## src/rtl/zone_bank.sv

```systemverilog
// zone_bank: tracks up to NUM_ZONES rectangular blobs of flagged pixels per
// video frame from a single raster pixel stream. At end of frame the live
// zones are copied into a snapshot, which is read out by index.
//
// Ports:
//   clk, reset                    clock, synchronous active-high reset
//   frame_start                   clear live zones and overflow, enter TRACK
//   frame_end                     end of frame (TRACK -> LATCH)
//   pix_valid, hcount, vcount     flagged pixel and its coordinates
//   rd_idx                        snapshot readout index
//   rd_left/right/top/bottom      snapshot bounds of zone rd_idx (0 if out of range)
//   rd_count                      snapshot pixel count of zone rd_idx
//   zone_valid                    snapshot mask: active && count >= MIN_PIXELS
//   results_valid                 one-cycle pulse, aligned with new snapshot data
//   overflow                      sticky per frame: unmatched pixel, no free zone
//   busy                          high while in TRACK
module zone_bank #(
  parameter int NUM_ZONES  = 4,
  parameter int COORD_W    = 11,
  parameter int MAX_X      = 800,
  parameter int MAX_Y      = 600,
  parameter int MARGIN     = 7,
  parameter int INIT_SIZE  = 10,
  parameter int MIN_PIXELS = 16,
  parameter int CNT_W      = 16,
  localparam int IDX_W     = (NUM_ZONES > 1) ? $clog2(NUM_ZONES) : 1
) (
  input  logic                 clk,
  input  logic                 reset,
  input  logic                 frame_start,
  input  logic                 frame_end,
  input  logic                 pix_valid,
  input  logic [COORD_W-1:0]   hcount,
  input  logic [COORD_W-1:0]   vcount,
  input  logic [IDX_W-1:0]     rd_idx,
  output logic [COORD_W-1:0]   rd_left,
  output logic [COORD_W-1:0]   rd_right,
  output logic [COORD_W-1:0]   rd_top,
  output logic [COORD_W-1:0]   rd_bottom,
  output logic [CNT_W-1:0]     rd_count,
  output logic [NUM_ZONES-1:0] zone_valid,
  output logic                 results_valid,
  output logic                 overflow,
  output logic                 busy
);

  // One extra bit so margin/size additions cannot wrap before clamping.
  typedef logic [COORD_W:0] wide_t;
  localparam wide_t MAXX_W = wide_t'(MAX_X);
  localparam wide_t MAXY_W = wide_t'(MAX_Y);
  localparam wide_t MARG_W = wide_t'(MARGIN);
  localparam wide_t INIT_W = wide_t'(INIT_SIZE);

  typedef enum logic [1:0] {IDLE, TRACK, LATCH} state_t;
  state_t state, state_nx;

  logic [NUM_ZONES-1:0] z_act;
  logic [COORD_W-1:0]   z_left [NUM_ZONES];
  logic [COORD_W-1:0]   z_right[NUM_ZONES];
  logic [COORD_W-1:0]   z_top  [NUM_ZONES];
  logic [COORD_W-1:0]   z_bot  [NUM_ZONES];
  logic [CNT_W-1:0]     z_cnt  [NUM_ZONES];

  logic [COORD_W-1:0]   s_left [NUM_ZONES];
  logic [COORD_W-1:0]   s_right[NUM_ZONES];
  logic [COORD_W-1:0]   s_top  [NUM_ZONES];
  logic [COORD_W-1:0]   s_bot  [NUM_ZONES];
  logic [CNT_W-1:0]     s_cnt  [NUM_ZONES];

  function automatic wide_t sub_clamp(input wide_t a, input wide_t b);
    return (a >= b) ? (a - b) : '0;
  endfunction

  function automatic wide_t add_clamp(input wide_t a, input wide_t b, input wide_t mx);
    wide_t s;
    s = a + b;
    return (s > mx) ? mx : s;
  endfunction

  wide_t hw, vw;
  assign hw = {1'b0, hcount};
  assign vw = {1'b0, vcount};

  logic [NUM_ZONES-1:0] hit;
  logic                 win_any, free_any;
  logic [IDX_W-1:0]     win_idx, free_idx;

  always_comb begin
    hit      = '0;
    win_any  = 1'b0;
    win_idx  = '0;
    free_any = 1'b0;
    free_idx = '0;
    for (int unsigned i = 0; i < NUM_ZONES; i++) begin
      hit[i] = z_act[i]
            && (hw >= sub_clamp({1'b0, z_left[i]}, MARG_W))
            && (hw <= add_clamp({1'b0, z_right[i]}, MARG_W, MAXX_W))
            && (vw >= sub_clamp({1'b0, z_top[i]}, MARG_W))
            && (vw <= add_clamp({1'b0, z_bot[i]}, MARG_W, MAXY_W));
      // Lowest index wins both for matching and for allocation.
      if (hit[i] && !win_any) begin
        win_any = 1'b1;
        win_idx = IDX_W'(i);
      end
      if (!z_act[i] && !free_any) begin
        free_any = 1'b1;
        free_idx = IDX_W'(i);
      end
    end
  end

  always_comb begin
    state_nx = state;
    case (state)
      IDLE:    state_nx = IDLE;
      TRACK:   if (frame_end) state_nx = LATCH;
      LATCH:   state_nx = IDLE;
      default: state_nx = IDLE;
    endcase
    if (frame_start) state_nx = TRACK;
  end

  always_ff @(posedge clk) begin
    if (reset) begin
      state         <= IDLE;
      z_act         <= '0;
      zone_valid    <= '0;
      results_valid <= 1'b0;
      overflow      <= 1'b0;
      for (int unsigned i = 0; i < NUM_ZONES; i++) begin
        z_left[i]  <= '0;
        z_right[i] <= '0;
        z_top[i]   <= '0;
        z_bot[i]   <= '0;
        z_cnt[i]   <= '0;
        s_left[i]  <= '0;
        s_right[i] <= '0;
        s_top[i]   <= '0;
        s_bot[i]   <= '0;
        s_cnt[i]   <= '0;
      end
    end else begin
      state         <= state_nx;
      results_valid <= (state == LATCH);

      // Snapshot copies pre-clear live contents even if frame_start arrives in LATCH.
      if (state == LATCH) begin
        for (int unsigned i = 0; i < NUM_ZONES; i++) begin
          s_left[i]     <= z_left[i];
          s_right[i]    <= z_right[i];
          s_top[i]      <= z_top[i];
          s_bot[i]      <= z_bot[i];
          s_cnt[i]      <= z_cnt[i];
          zone_valid[i] <= z_act[i] && (z_cnt[i] >= CNT_W'(MIN_PIXELS));
        end
      end

      if (frame_start) begin
        z_act    <= '0;
        overflow <= 1'b0;
        for (int unsigned i = 0; i < NUM_ZONES; i++) z_cnt[i] <= '0;
      end else if (state == TRACK && pix_valid) begin
        if (win_any) begin
          if (hcount < z_left[win_idx])  z_left[win_idx]  <= hcount;
          if (hcount > z_right[win_idx]) z_right[win_idx] <= hcount;
          if (vcount < z_top[win_idx])   z_top[win_idx]   <= vcount;
          if (vcount > z_bot[win_idx])   z_bot[win_idx]   <= vcount;
          if (z_cnt[win_idx] != '1) z_cnt[win_idx] <= z_cnt[win_idx] + 1'b1;
        end else if (free_any) begin
          z_act[free_idx]   <= 1'b1;
          z_left[free_idx]  <= COORD_W'(sub_clamp(hw, INIT_W));
          z_right[free_idx] <= COORD_W'(add_clamp(hw, INIT_W, MAXX_W));
          z_top[free_idx]   <= COORD_W'(sub_clamp(vw, INIT_W));
          z_bot[free_idx]   <= COORD_W'(add_clamp(vw, INIT_W, MAXY_W));
          z_cnt[free_idx]   <= CNT_W'(1);
        end else begin
          overflow <= 1'b1;
        end
      end
    end
  end

  always_comb begin
    rd_left   = '0;
    rd_right  = '0;
    rd_top    = '0;
    rd_bottom = '0;
    rd_count  = '0;
    if (32'(rd_idx) < NUM_ZONES) begin
      rd_left   = s_left[rd_idx];
      rd_right  = s_right[rd_idx];
      rd_top    = s_top[rd_idx];
      rd_bottom = s_bot[rd_idx];
      rd_count  = s_cnt[rd_idx];
    end
  end

  assign busy = (state == TRACK);

endmodule

```

## config.mk

```make
export PLATFORM = sky130hd
export DESIGN_NAME = zone_bank
export DESIGN_NICKNAME = d
export VERILOG_FILES = /design/src/rtl/zone_bank.sv
export SDC_FILE = /design/constraint.sdc
export NUM_CORES = 1
export LEC_CHECK = 0
export CAP_MARGIN = 20
export CORE_MARGIN = 3
export CORE_UTILIZATION = 54
export DETAILED_ROUTE_END_ITERATION = 7
export PLACE_DENSITY = 0.67
export SYNTH_ARGS = -nofsm -noshare
export SYNTH_HDL_FRONTEND = slang
export SYNTH_SLANG_ARGS = --single-unit
```

## constraint.sdc

```tcl
create_clock -name clk -period 23.6 [get_ports clk]
set_input_delay 4.72 -clock clk [delete_from_list [all_inputs] [get_ports clk]]
set_output_delay 4.72 -clock clk [all_outputs]
set_load 0.01 [all_outputs]
```

# After elaboration in Yosys (flattened, before gate mapping)
# Memories as Yosys holds them, arrays and structs flattened.
# Index checks and enable logic that the tools add are counted.
[totals] reg_bits=12 mem_bits_rw=480 inputBits=29 out_inout_bits=67 wordCells=302 n_memories=10
[classes] add_sub_neg=21 n_lt_le_gt_ge=46 n_eq_ne=4 n_mux=137 n_bitwise=28 n_reduce_logical=50
[memory_table] name="s_cnt" depth=4 word_bits=16 read_ports=1 rd_clocked_by_memory_dff=0 write_ports=4 line_no="68" rtl="logic [CNT_W-1:0] s_cnt [NUM_ZONES];"
[memory_table] name="z_cnt" depth=4 word_bits=16 read_ports=5 rd_clocked_by_memory_dff=0 write_ports=4 line_no="62" rtl="logic [CNT_W-1:0] z_cnt [NUM_ZONES];"
[memory_table] name="s_bot" depth=4 word_bits=11 read_ports=1 rd_clocked_by_memory_dff=0 write_ports=4 line_no="67" rtl="logic [COORD_W-1:0] s_bot [NUM_ZONES];"
[memory_table] name="s_left" depth=4 word_bits=11 read_ports=1 rd_clocked_by_memory_dff=0 write_ports=4 line_no="64" rtl="logic [COORD_W-1:0] s_left [NUM_ZONES];"
[memory_table] name="s_right" depth=4 word_bits=11 read_ports=1 rd_clocked_by_memory_dff=0 write_ports=4 line_no="65" rtl="logic [COORD_W-1:0] s_right[NUM_ZONES];"
[memory_table] name="s_top" depth=4 word_bits=11 read_ports=1 rd_clocked_by_memory_dff=0 write_ports=4 line_no="66" rtl="logic [COORD_W-1:0] s_top [NUM_ZONES];"
[memory_table] name="4 more memories"
[op_table] op="$mux W11" n=28
[op_table] op="$mux W12" n=16
[op_table] op="$mux W16" n=10
[op_table] op="$gt A12 B10 Y1 const B" n=10
[op_table] op="$add A11 B3 Y12 const B" n=8
[op_table] op="$ge A11 B12 Y1" n=8
[op_table] op="$le A11 B12 Y1" n=8
[op_table] op="$sub A11 B3 Y12 const B" n=8
[op_table] op="$ge A11 B3 Y1 const B" n=8
[op_table] op="$reduce_or A11 Y1" n=8
[op_table] op="$mux W1" n=68
[op_table] op="$ge A16 B5 Y1 const B" n=4
[op_table] op="$reduce_or A16 Y1" n=2
[op_table] op="$logic_and A1 B1 Y1" n=28
[op_table] op="$mux W2" n=14
[op_table] op="$add A11 B4 Y12 const B" n=2
[op_table] op="$or A1 B1 Y1" n=24
[op_table] op="$ge A11 B4 Y1 const B" n=2
[op_table] op="$gt A11 B11 Y1" n=2
[op_table] op="$lt A11 B11 Y1" n=2
[op_table] op="$sub A11 B4 Y11 const B" n=2
[op_table] op="$add A16 B1 Y16 const B" n=1
[op_table] op="$ne A16 B16 Y1 const B" n=1
[op_table] op="$logic_not A1 Y1" n=8
[op_table] op="11 further kinds" n=14

# Logic depth before layout (Yosys ltp)
# An unclocked memory read counts as a cell.
[logic_depth] depth_word=29 depth_mapped=44 mapped_depth_nobuf=39

# Worst setup path before layout
# OpenSTA, ideal clock, no wires.
[synth_path] path_kind="in2reg" from="in hcount[0]" to="mem z_right[3][0] (enable)" setup_time_ns=0.397 arrival_ns=10.550 required_ns=23.203 setup_slack_ns=12.653 cell_stages=27 path_buffers=5 path_cell_list="inv_1 > ha_1 > nand2b_1 > a21o_1 > a211o_1 > a21oi_1 > or4_1 > buf_4 > o21ai_1 > nand2_1 > clkbuf_1 > clkbuf_1 > clkbuf_1 > o211ai_1 > o21ai_0 > ha_1 > nor2b_1 > o21ai_0 > a21oi_1 > o31a_1 > o21a_1 > o21a_1 > o21a_1 > o32a_1 > and2_1 > clkbuf_1 > a211oi_1"
[synth_lines] item="start: declaration" line_no="33" rtl="input logic [COORD_W-1:0] hcount,"
[synth_lines] item="end: declaration" line_no="59" rtl="logic [COORD_W-1:0] z_right[NUM_ZONES];"

==> results.txt <==
CTS Buf Count: 51
worst clock skew: 0.02935 ns
DP HPWL: 69160 um
final total power: 2.095 mW
# resized after CTS: 0
number of synthesized flops with an enable pin: 480
clk sink count: 492
Critical Path Sink: z_bot[2][1]$_SDFFCE_PN0P_
Starting Density: 0.5472
num rows: 89
Post-CTS Setup Bufs: 0
Yosys top cell area share: 0.4454
top-count cell post-synth: edfxtp_1
Critical Path Max Stage Delay: 0.79 ns
Seq cells post-synth: 492
H-tree depth: 2
Final Hold Vio Count: 0
vias per cell: 6.327
worst-path maximum fanout: 47
critical path class: in2reg
RD Place Congestion: 0.9741
post-route insts no fill: 4082
Die ar.: 0.06290 mm2
Tot GR Track Use: 0.3054
Worst Path Required: 23.85 ns
IO Port Bufs: 95
Post-synth ARST share: 0
CP Launch Point: hcount[6]
Yosys warning total: 0
leading register cell type out of synthesis: edfxtp_1
Seq/Total Area, Yosys: 0.4529
RR Endpoint: z_bot[2][1]$_SDFFCE_PN0P_
Synth top cells by count: edfxtp_1, nor2_1, nand2_1
CP most frequent cell: a21oi_1
antenna violations before repair: 1
CP max-delay cell: or4_1
maxcap violations: 0
Area Overhead vs Synth: 10.06%
pwr/cell area: 58.81 mW/mm2
final setup fails: 0
hold-fix buffer count after cts: 0
drt pass-1 iters: 6
worst rel slew slack: 0.2519
wire per inst: 23.78 um
f_max: 0.08106 GHz
dpl cells: 3985
Lkg Pwr: 13.95 nW
Die H: 250.8 um
worst r2r src: z_right[1][0]$_SDFFCE_PN0P_
CTS Root Cell: clkbuf_16
Worst VDD drop: 0.05491 mV
Clk Latency, worst-skew pair: 0.62 ns
CTS max path bufs: 3
Routed Antenna Nets: 0
setup TNS: 0 ns
Unique masters post-synth: 93
I/O pins: 96
synth top area cells: edfxtp_1, ha_1, and2_1
Hold Crit Class: reg2reg
reg2reg path depth: 34
WL final: 97060 um
most area-hungry cell type in the Yosys netlist: edfxtp_1
global route total overflow: 0
vias in the first global route: 25076
cells after synthesis: 3232
CP Capture Type: flip-flop
status: finished, final reports clean
layout cells sized above 1: 0.07350
Tmin final: 12.34 ns
Worst-Margin Slew: 1.114 ns
NumNets Final: 3544
RSZ-0062 raised after global routing: no
core footprint: 0.05913 mm2
die width: 250.8 um
final core utilization: 0.6023
Data arrival, critical path: 12.59 ns
worst reg-to-reg setup slack: 13.72 ns
via count: 25825
CP Launch Type: input pin
Pins Over Slew Limit: 0
Tcrit/Tclk final: 0.5228
Post-Syn Area: 0.03236 mm2
largest net degree at the start of global routing: 128
Mean Syn Cell Area: 10.01 um2
CTS tree: done
initial DRC count: 2994
first-pass GRT wire length: 147500 um
Residual DRC: 0
Worst-path clk slew: 0.07 ns
[power breakdown]
part           internal (mW)  switching [mW]
clock                  0.444           0.348
combinational          0.112           0.156
sequential             0.993          0.0410
[layout by cell type, fill, tap and decap left out, drive strengths merged, types with 22 or more instances in the layout]
cell	synthesis	final
nand3	133	133
nor4	37	37
edfxtp	480	480
nand4	31	31
or3	29	29
nor3	63	63
ha	249	249
o21a	27	27
and2	257	257
inv	94	96
clkdlybuf4s50	0	93
clkbuf	132	60
o21ai	131	131
a21oi	139	139
nand2b	56	56
nor2	427	427
xnor2	60	60
or2	22	22
a31oi	22	22
clkinv	0	25
nor2b	33	33
mux4	61	61
nand2	341	341
a21o	38	38
mux2i	24	24
buf	27	40
and3	37	37
xor2	47	47
[routing by layer]
layer,GRT usage,wire length [um]
met2,0.5115,45890
met1,0.4064,38280
met3,0.04024,8608
met5,0,0
met4,0.1219,4275
[layout make-up]
cell class / count / area (um2)
Clock inverter: 33 / 319.1
Sequential cell: 492 / 14650
Antenna cell: 3 / 7.507
Multi-Input combinational cell: 2494 / 16760
Fill cell: 4821 / 23520
Clock buffer: 60 / 1310
Timing Repair Buffer: 133 / 1231
Tap cell: 773 / 967.2
Inverter: 94 / 360.3
[through the flow]
| step | worst slack [ns] | hold WS, ns | area (um2) |
|---|---|---|---|
| 2_1_floorplan | 12.65 | 0.4350 | 32380 |
| 3_3_place_gp | 11.05 | 0.4619 | 33970 |
| 3_5_place_dp | 10.80 | 0.4768 | 33970 |
| 4_1_cts | 11.40 | 0.4867 | 35600 |
| 5_1_grt | 10.74 | 0.5108 | 35610 |
| 6_report | 11.26 | 0.5049 | 35610 |
[logic make-up (layout without fill, tap and decap cells)]
logic type	Yosys count	in the layout	synth area share
AND/OR/NAND/NOR	1513	1513	0.2308
AO/OA/AOI/OAI	525	525	0.1074
flip-flops	492	492	0.4529
buffers and inverters	253	320	0.03120
adder cells (fa/ha/maj)	250	250	0.09659
XOR/XNOR	107	107	0.02896
multiplexers	91	91	0.05208
other	1	11	0.0001159
[flip-flops by register name (all words and copies together), names as in the netlist, 2 cells and up]
name and flops:
state 2, z_left 44, z_act 4, z_top 44, s_right 44, s_cnt 64
z_bot 44, s_top 44, z_cnt 64, s_left 44, z_right 44, s_bot 44
zone_valid 4
[worst max-delay path: cells and delay by family]
kind            cells  cell delay (ns)
fa+ha+maj           2             0.61
compound gates     16             3.56
simple gates        5             2.27
buf+inv             3             1.35
[worst min path at each step]
stage / cells past startpoint / end / startpoint / slack (ns)
after global routing: 1 / state[1]$_SDFFE_PP0P_ / state[1]$_SDFFE_PP0P_ / 0.51
after floorplan: 1 / state[1]$_SDFFE_PP0P_ / state[1]$_SDFFE_PP0P_ / 0.44
final: 1 / state[1]$_SDFFE_PP0P_ / state[1]$_SDFFE_PP0P_ / 0.50
after detailed placement: 1 / state[1]$_SDFFE_PP0P_ / state[1]$_SDFFE_PP0P_ / 0.48
after global placement: 1 / state[1]$_SDFFE_PP0P_ / state[1]$_SDFFE_PP0P_ / 0.46
after CTS: 1 / state[1]$_SDFFE_PP0P_ / state[1]$_SDFFE_PP0P_ / 0.49
Power figures use the tool's default switching activity.
